**config.mk**
```make
export PLATFORM = sky130hd
export DESIGN_NAME = counter_updown_mod
export DESIGN_NICKNAME = d
export VERILOG_FILES = /design/src/rtl/counter_pkg.sv /design/src/rtl/counter_next_state.sv /design/src/rtl/counter_updown_mod.sv
export SDC_FILE = /design/constraint.sdc
export NUM_CORES = 1
export LEC_CHECK = 0
export BUFFER_PORTS_ARGS = -buffer_cell sky130_fd_sc_hd__buf_2
export CORE_AREA = 2 2 39 41
export DETAILED_ROUTE_END_ITERATION = 7
export DIE_AREA = 0 0 41 43
export SETUP_SLACK_MARGIN = 0.4
export SLEW_MARGIN = 40
export SYNTH_ARGS = -nofsm -noshare
export SYNTH_HDL_FRONTEND = slang
export SYNTH_SLANG_ARGS = --single-unit
```
**constraint.sdc**
```tcl
create_clock -name clk -period 2.2 [get_ports clk]
set_input_delay 0.33 -clock clk [delete_from_list [all_inputs] [get_ports clk]]
set_output_delay 0.33 -clock clk [all_outputs]
set_load 0.01 [all_outputs]
```
**src/rtl/counter_pkg.sv**
```systemverilog
// Shared definitions for the modulo-N up/down counter: action encoding and
// elaboration-time parameter legality check.
package counter_pkg;

    localparam logic [2:0] ACT_HOLD = 3'd0;
    localparam logic [2:0] ACT_CLR  = 3'd1;
    localparam logic [2:0] ACT_LD   = 3'd2;
    localparam logic [2:0] ACT_INC  = 3'd3;
    localparam logic [2:0] ACT_DEC  = 3'd4;

    // True when WIDTH, MAX_VAL and RST_VAL describe a reachable counter range.
    function automatic bit params_ok(input int width,
                                     input longint unsigned max_val,
                                     input longint unsigned rst_val);
        longint unsigned lim;
        lim = (64'd1 << width) - 64'd1;
        return (width >= 2) && (width <= 32) && (max_val >= 64'd1) &&
               (max_val <= lim) && (rst_val <= max_val);
    endfunction

endpackage

```
**src/rtl/counter_next_state.sv**
```systemverilog
// Combinational next-count and wrap decode for the modulo-N up/down counter.
// Priority is clr > ld > en; exactly one action is chosen per edge.
module counter_next_state
    import counter_pkg::*;
#(
    parameter int              WIDTH   = 4,
    parameter longint unsigned MAX_VAL = (64'd1 << WIDTH) - 64'd1
) (
    input  logic [WIDTH-1:0] count,
    input  logic             up,
    input  logic             en,
    input  logic             clr,
    input  logic             ld,
    input  logic [WIDTH-1:0] ld_val,
    output logic [WIDTH-1:0] next_count,
    output logic             next_wrap
);

    localparam logic [WIDTH:0] MAX_EXT = MAX_VAL[WIDTH:0];
    localparam logic [WIDTH:0] ONE_EXT = {{WIDTH{1'b0}}, 1'b1};

    logic [2:0]     act;
    logic [WIDTH:0] count_ext;
    logic [WIDTH:0] ld_ext;
    logic [WIDTH:0] inc_ext;
    logic [WIDTH:0] dec_ext;

    // One extra bit so +1 at all-ones and -1 at zero are visible, not lost.
    assign count_ext = {1'b0, count};
    assign ld_ext    = {1'b0, ld_val};
    assign inc_ext   = count_ext + ONE_EXT;
    assign dec_ext   = count_ext - ONE_EXT;

    always_comb begin
        act = ACT_HOLD;
        if (clr) begin
            act = ACT_CLR;
        end else if (ld) begin
            act = ACT_LD;
        end else if (en) begin
            act = up ? ACT_INC : ACT_DEC;
        end
    end

    always_comb begin
        next_count = count;
        next_wrap  = 1'b0;
        case (act)
            ACT_CLR: begin
                next_count = '0;
            end
            ACT_LD: begin
                next_count = (ld_ext > MAX_EXT) ? MAX_EXT[WIDTH-1:0] : ld_val;
            end
            ACT_INC: begin
                // count never exceeds MAX_VAL, so passing it means count was terminal
                if (inc_ext > MAX_EXT) begin
                    next_count = '0;
                    next_wrap  = 1'b1;
                end else begin
                    next_count = inc_ext[WIDTH-1:0];
                end
            end
            ACT_DEC: begin
                // borrow out of the extended subtract means count was zero
                if (dec_ext[WIDTH]) begin
                    next_count = MAX_EXT[WIDTH-1:0];
                    next_wrap  = 1'b1;
                end else begin
                    next_count = dec_ext[WIDTH-1:0];
                end
            end
            default: begin
                next_count = count;
                next_wrap  = 1'b0;
            end
        endcase
    end

endmodule

```
**src/rtl/counter_updown_mod.sv**
```systemverilog
// WIDTH-bit modulo-(MAX_VAL+1) up/down counter with clear, clamped load,
// combinational terminal-count flag and registered wrap pulse.
module counter_updown_mod
    import counter_pkg::*;
#(
    parameter int              WIDTH   = 4,
    parameter longint unsigned MAX_VAL = (64'd1 << WIDTH) - 64'd1,
    parameter longint unsigned RST_VAL = 64'd0
) (
    input  logic             clk,
    input  logic             rst,
    input  logic             en,
    input  logic             up,
    input  logic             clr,
    input  logic             ld,
    input  logic [WIDTH-1:0] ld_val,
    output logic [WIDTH-1:0] counter,
    output logic             co,
    output logic             wrap
);

    if (!params_ok(WIDTH, MAX_VAL, RST_VAL)) begin : g_bad_params
        $error("counter_updown_mod: WIDTH/MAX_VAL/RST_VAL out of range");
    end

    localparam logic [WIDTH-1:0] MAX_W = MAX_VAL[WIDTH-1:0];
    localparam logic [WIDTH-1:0] RST_W = RST_VAL[WIDTH-1:0];

    logic [WIDTH-1:0] next_count;
    logic             next_wrap;

    counter_next_state #(
        .WIDTH   (WIDTH),
        .MAX_VAL (MAX_VAL)
    ) u_next (
        .count      (counter),
        .up         (up),
        .en         (en),
        .clr        (clr),
        .ld         (ld),
        .ld_val     (ld_val),
        .next_count (next_count),
        .next_wrap  (next_wrap)
    );

    always_ff @(posedge clk or posedge rst) begin
        if (rst) begin
            counter <= RST_W;
            wrap    <= 1'b0;
        end else begin
            counter <= next_count;
            wrap    <= next_wrap;
        end
    end

    // Deliberately not gated by en: matches the legacy carry-out.
    assign co = up ? (counter == MAX_W) : (counter == '0);

endmodule

```
=== Word-level counts from Yosys, hierarchy flattened ===
Index checks and enable logic that the tools add are counted.

* $add $sub $neg: 2
* Order comparisons: 2
* Eq/ne operators: 5
* Multiplexer cells: 12
* Reductions and logical operators: 2

{| class="wikitable"
|+ Operators with widths
! operator !! count
|-
| case mux 4 bit (4 select lines) || 1
|-
| 2-to-1 mux 3 bit || 4
|-
| 2-to-1 mux 4 bit || 3
|-
| equality test 3 x 2 -> 1 bit, second input constant || 2
|-
| adder 4 x 1 -> 5 bit, second input constant || 1
|-
| greater-than comparator 5 x 4 -> 1 bit, second input constant || 1
|-
| subtractor 4 x 1 -> 5 bit, second input constant || 1
|-
| equality test 4 bit, second input constant || 1
|-
| greater-than comparator 4 bit, second input constant || 1
|-
| logical NOT 4 bit || 1
|-
| nonzero test 4 bit || 1
|-
| equality test 3 x 1 -> 1 bit, second input constant || 1
|-
| equality test 3 bit, second input constant || 1
|-
| 2-to-1 mux 1 bit || 3
|-
| case mux 1 bit (2 select lines) || 1
|}

* Register bits after elaboration: 5
* Output and inout port bits: 6
* Word-level logic and storage cells: 25

=== Longest topological paths before layout ===
* Word-level depth: 6
* Mapped depth: 6
* Gate-level depth less buffers: 6

=== Cells and area by module ===
Synthesis repeated with hierarchy kept, for this count alone.

* Cell total of the unflattened synthesis: 60
* Area total of the unflattened synthesis: 515.5 um^2

{| class="wikitable"
|+ Modules (own cells, without submodules)
! module !! times used !! cells an instance !! area each (um^2) !! seq. area each (um^2)
|-
| counter_next_state || 1 || 51 || 362.8 || 0.0
|-
| counter_updown_mod || 1 || 9 || 152.6 || 125.1
|}

=== Worst setup path before layout ===
No wires, ideal clock.

* Path kind: register to register
* Start point: reg counter[0]
* End point: reg wrap
* Setup time: 0.120 ns
* Arrival time: 1.579 ns
* Slack: 0.501 ns
* Cell stages (with the launch flop): 7
* Clock period less this slack: 1.699 ns
* Path through: dfrtp_1 inv_1 ha_1 and4bb_4 o21ai_0 nand2_1 a31o_2

* Cells in the longest elaborated chain, start to end: 4
* Elaborated cells between the ends (all ways): 6
* Those cells by class: add/sub: 2; order compare: 1; mux: 3

{| class="wikitable"
|+ RTL lines
! element !! RTL line !! RTL
|-
| start: declaration || counter_updown_mod.sv:17 || <nowiki>output logic [WIDTH-1:0] counter,</nowiki>
|-
| start signal: assignment || counter_updown_mod.sv:51 || <nowiki>counter <= next_count;</nowiki>
|-
| adder 4 x 1 -> 5 bit || counter_next_state.sv:31 || <nowiki>assign inc_ext = count_ext + ONE_EXT;</nowiki>
|-
| greater-than comparator 5 x 4 -> 1 bit || counter_next_state.sv:57 || <nowiki>if (inc_ext > MAX_EXT) begin</nowiki>
|-
| 2-to-1 mux 1 bit || counter_next_state.sv:57 ||
|-
| case mux 1 bit (2 select lines) * || counter_next_state.sv:48 || <nowiki>case (act)</nowiki>
|-
| via next_wrap || counter_updown_mod.sv:30 || <nowiki>logic next_wrap;</nowiki>
|-
| end signal: assignment || counter_updown_mod.sv:52 || <nowiki>wrap <= next_wrap;</nowiki>
|-
| end: declaration || counter_updown_mod.sv:19 || <nowiki>output logic wrap</nowiki>
|}

The timed path passes the listed nets; every way through them passes the cells marked *.
A chain may end at the register's enable or synchronous reset.

=== Final worst setup path ===
* Start point: reg counter[0]
* End point: out co

* Cells in the longest elaborated chain, start to end: 2
* Elaborated cells between the ends (all ways): 3
* Those cells by class: eq/ne: 1; mux: 1; reduce/logical: 1

{| class="wikitable"
|+ RTL lines
! element !! RTL line !! RTL
|-
| equality test 4 bit / logical NOT 4 bit (equally long branches) || counter_updown_mod.sv:57 || <nowiki>assign co = up ? (counter == MAX_W) : (counter == '0);</nowiki>
|-
| 2-to-1 mux 1 bit * || counter_updown_mod.sv:57 ||
|-
| end: declaration || counter_updown_mod.sv:18 || <nowiki>output logic co,</nowiki>
|}

Every way passes the cells marked *; elsewhere a longest branch is shown, timed or not.

==> impl_results.md <==
* First-pass iteration count of the detailed router at 4
* Max Clock Skew at 0.00405 ns
* Setup slack of the critical path after layout at 0.454 ns
* Number of antenna violations at the first check in global routing at 0
* Clock Tree Buf Depth at 2
* Sequential area share after synthesis at 0.243
* Layout Cells excl Fill at 95
* Arrival time of the worst setup path at 1.42 ns
* Final Cell Area at about 680 µm²
* Number of I/O port buffers at 15
* Result of the run: completed
* Post-synthesis cell area at between 500 and 600 µm²
* Combined flip-flop and latch cell area at between 100 and 150 µm²
* Category of cells accounting for the largest share of critical-path delay: flip-flops
* CP max-delay cell: sky130_fd_sc_hd__dfrtp_2
* Leakage dissipation at 0.307 nW
* Primary FF master, synth: sky130_fd_sc_hd__dfrtp_1
* CTS tree: yes
* Post-route clock period utilization at 0.794
* Total area of multi-input combinational cells at 373 µm²
* Final Power at 347 µW
* Global-route wire length before repair at 2.21 mm
* Peak per-stage delay on the critical path at 0.45 ns
* Kind of end point of the critical path: output pin
* Worst hold path class: input port to flop
* Most common cell after layout, fill and taps aside: sky130_fd_sc_hd__buf_2
* Number of H-tree levels at 1
* Vias in the first global route at 478
* Average vias per placed instance at between 5 and 6
* Post-route minimum period at 1.75 ns
* Data required, critical path at 1.87 ns
* Actual slew at the worst max-slew pin at 0.336 ns
* Worst vdd rail ir drop at 0.193 mV
* WL per Instance at roughly 14 µm
* Starting density of the core at 0.373
* Critical path startpoint: counter[0]$_DFFE_PP0P_
* Total congestion overflow at 0
* Worst-path maximum fanout at 6
* Die extent in x at slightly above 40 µm
* Combined global-route utilization of all metal layers at 0.180
* Highest-count cells in the layout ignoring fill and taps: 15 x sky130_fd_sc_hd__buf_2, 5 x sky130_fd_sc_hd__nand3_1, 5 x sky130_fd_sc_hd__inv_1
* Sum of net half-perimeters after detailed placement at 929 µm
* Clock-pin slew on the worst setup and hold paths at 0.05 ns
* Number of buffers added by the clock tree synthesis step at 3
* Area growth, synth to finish at 31.3%
* Mapped Nets at 74
* Final antenna diode count at 0
* Mean instance size in the synthesized netlist at 8.59 µm²
* Sum Neg Setup Slack at 0 ns
* Share of post-route cells with drive strength above 1 at 0.430
* Routed Antenna Nets at 0
* Max Clock Freq at 573 MHz
* Setup repair after global routing missed its margin: no
* Number of synthesized flops with an enable pin at 0
* Distinct cells, synth at 30
* Total via count in the routed design at 505
* Final number of hold-violating endpoints at 0
* Cells after synthesis at 60
* Final routed DRC violation total at 0
* Hold wc startpoint: ld_val[2]
* Total Die Area at 1760 µm²
* Placed Cells incl. Taps at between 80 and 90
* Number of max-cap violations at 0
* Total cell area at the placement stage at 592 µm²
* Total number of clock tree sinks at 5
* Die boundary height at 43 µm
* Number of fill cells in the layout at between 100 and 150
* Final Routed Wirelength at between 1 and 1.5 mm
* Synth Register Bits at 5
* Std-Cell Rows at 14
* Share of async-settable or async-resettable flops after synthesis at 1.00
* Source of the worst register-to-register timing path: counter[1]$_DFFE_PP0P_
* Max_slew headroom at 0.776
* Final-stage net count at 94
* PD cells at 513 nW/µm²
* Core utilization of the finished layout at 0.489
* Last weighted congestion value of the routability-driven placer at 0.873
* Worst Setup Start Kind: flop
* Cell Chain, Critical Path: ha_4 > and2_4 > a32o_1 > buf_2
* Violation count after the first detailed-route iteration at 15
* Setup Crit Path Kind: flop to output pin
* Clock network latency to the later pin of the worst-skew pair at 0.25 ns
* Floorplan Core Area at 1380 µm²
* Maximum number of pins on one net before global-route repair at 13
* Boundary Pins at 16
* Fin. max-slew vios at 0
* Buffer and inverter count on the worst path at 1
* Final hold slack at between 0.3 and 0.4 ns
* Count of endpoints failing setup in the final report at 0
* Pre-CTS setup slack at 0.355 ns
* Synth warnings at 0
* Root Buffer: sky130_fd_sc_hd__clkbuf_4
==> path summary, 6_finish.rpt <==
kind	cells after the start	slack (ns)	end
max in group asynchronous	3	1.48	counter[0]$_DFFE_PP0P_
max	4	0.45	co
min in group asynchronous	3	0.52	wrap$_DFF_PP0_
max reg2reg	6	0.53	counter[0]$_DFFE_PP0P_
min reg2reg	4	0.79	counter[3]$_DFFE_PP0P_
min	3	0.34	counter[2]$_DFFE_PP0P_
==> power breakdown <==
group / leakage [nW] / total [mW] / internal, mW / switching (mW)
clock: 0.0150 / 0.114 / 0.0690 / 0.0452
combinational: 0.228 / 0.119 / 0.0568 / 0.0621
sequential: 0.0633 / 0.114 / 0.100 / 0.0139
==> tightest hold or removal path: stages <==
cell and delay, ns:
sky130_fd_sc_hd__buf_2 0.09, sky130_fd_sc_hd__inv_1 0.06, sky130_fd_sc_hd__a2111oi_2 0.06
==> sequential cells by signal (all words and copies together) (netlist names) <==
| register | flops |
|---|---|
| counter | 4 |
| wrap | 1 |
==> per-layer routing <==
layer | global-route usage | vias up | routed length (µm)
met5 | 0 | - | 0
met4 | 0.100 | 0 | 19
met3 | 0.0157 | 2 | 40
met2 | 0.250 | 11 | 626
met1 | 0.262 | 233 | 617
li1 | - | 259 | -
==> cell type report <==
type / instances / share of cell area
clock buffer: 4 / 0.0388
sequential: 5 / 0.189
timing repair buffer: 19 / 0.159
tap: 16 / 0.0296
inverter: 6 / 0.0333
multi-input combinational: 45 / 0.551
==> cells by family after synthesis <==
| logic type | synth area share |
|---|---|
| AO/OA/AOI/OAI | 0.267 |
| XOR/XNOR | 0.0340 |
| adder cells (fa/ha/maj) | 0.0971 |
| buffers and inverters | 0.0946 |
| flip-flops | 0.243 |
| AND/OR/NAND/NOR | 0.265 |
==> cells in the mapped netlist (2+ instances only) <==
| cell type | count | area [µm²] |
|---|---|---|
| sky130_fd_sc_hd__a21oi_1 | 3 | 15.0 |
| sky130_fd_sc_hd__o21ai_0 | 4 | 20.0 |
| sky130_fd_sc_hd__dfrtp_1 | 5 | 125 |
| sky130_fd_sc_hd__nor3_1 | 4 | 20.0 |
| sky130_fd_sc_hd__nand2_1 | 3 | 11.3 |
| sky130_fd_sc_hd__ha_1 | 4 | 50.1 |
| sky130_fd_sc_hd__nand3_1 | 5 | 25.0 |
| sky130_fd_sc_hd__a31o_2 | 2 | 17.5 |
| sky130_fd_sc_hd__buf_2 | 3 | 15.0 |
| sky130_fd_sc_hd__inv_1 | 6 | 22.5 |
| sky130_fd_sc_hd__o22ai_1 | 2 | 12.5 |
==> repair_timing <==
action / in CTS / in global routing
pin swaps: 0 / 2
setup endpoints to repair: 4 / 4
hold buffers: 1 / 0
buffers inserted: 1 / 1
resized for setup: 5 / 4
endpoints found under the hold margin: 5 / 0
(Power assumes the default switching activity.)
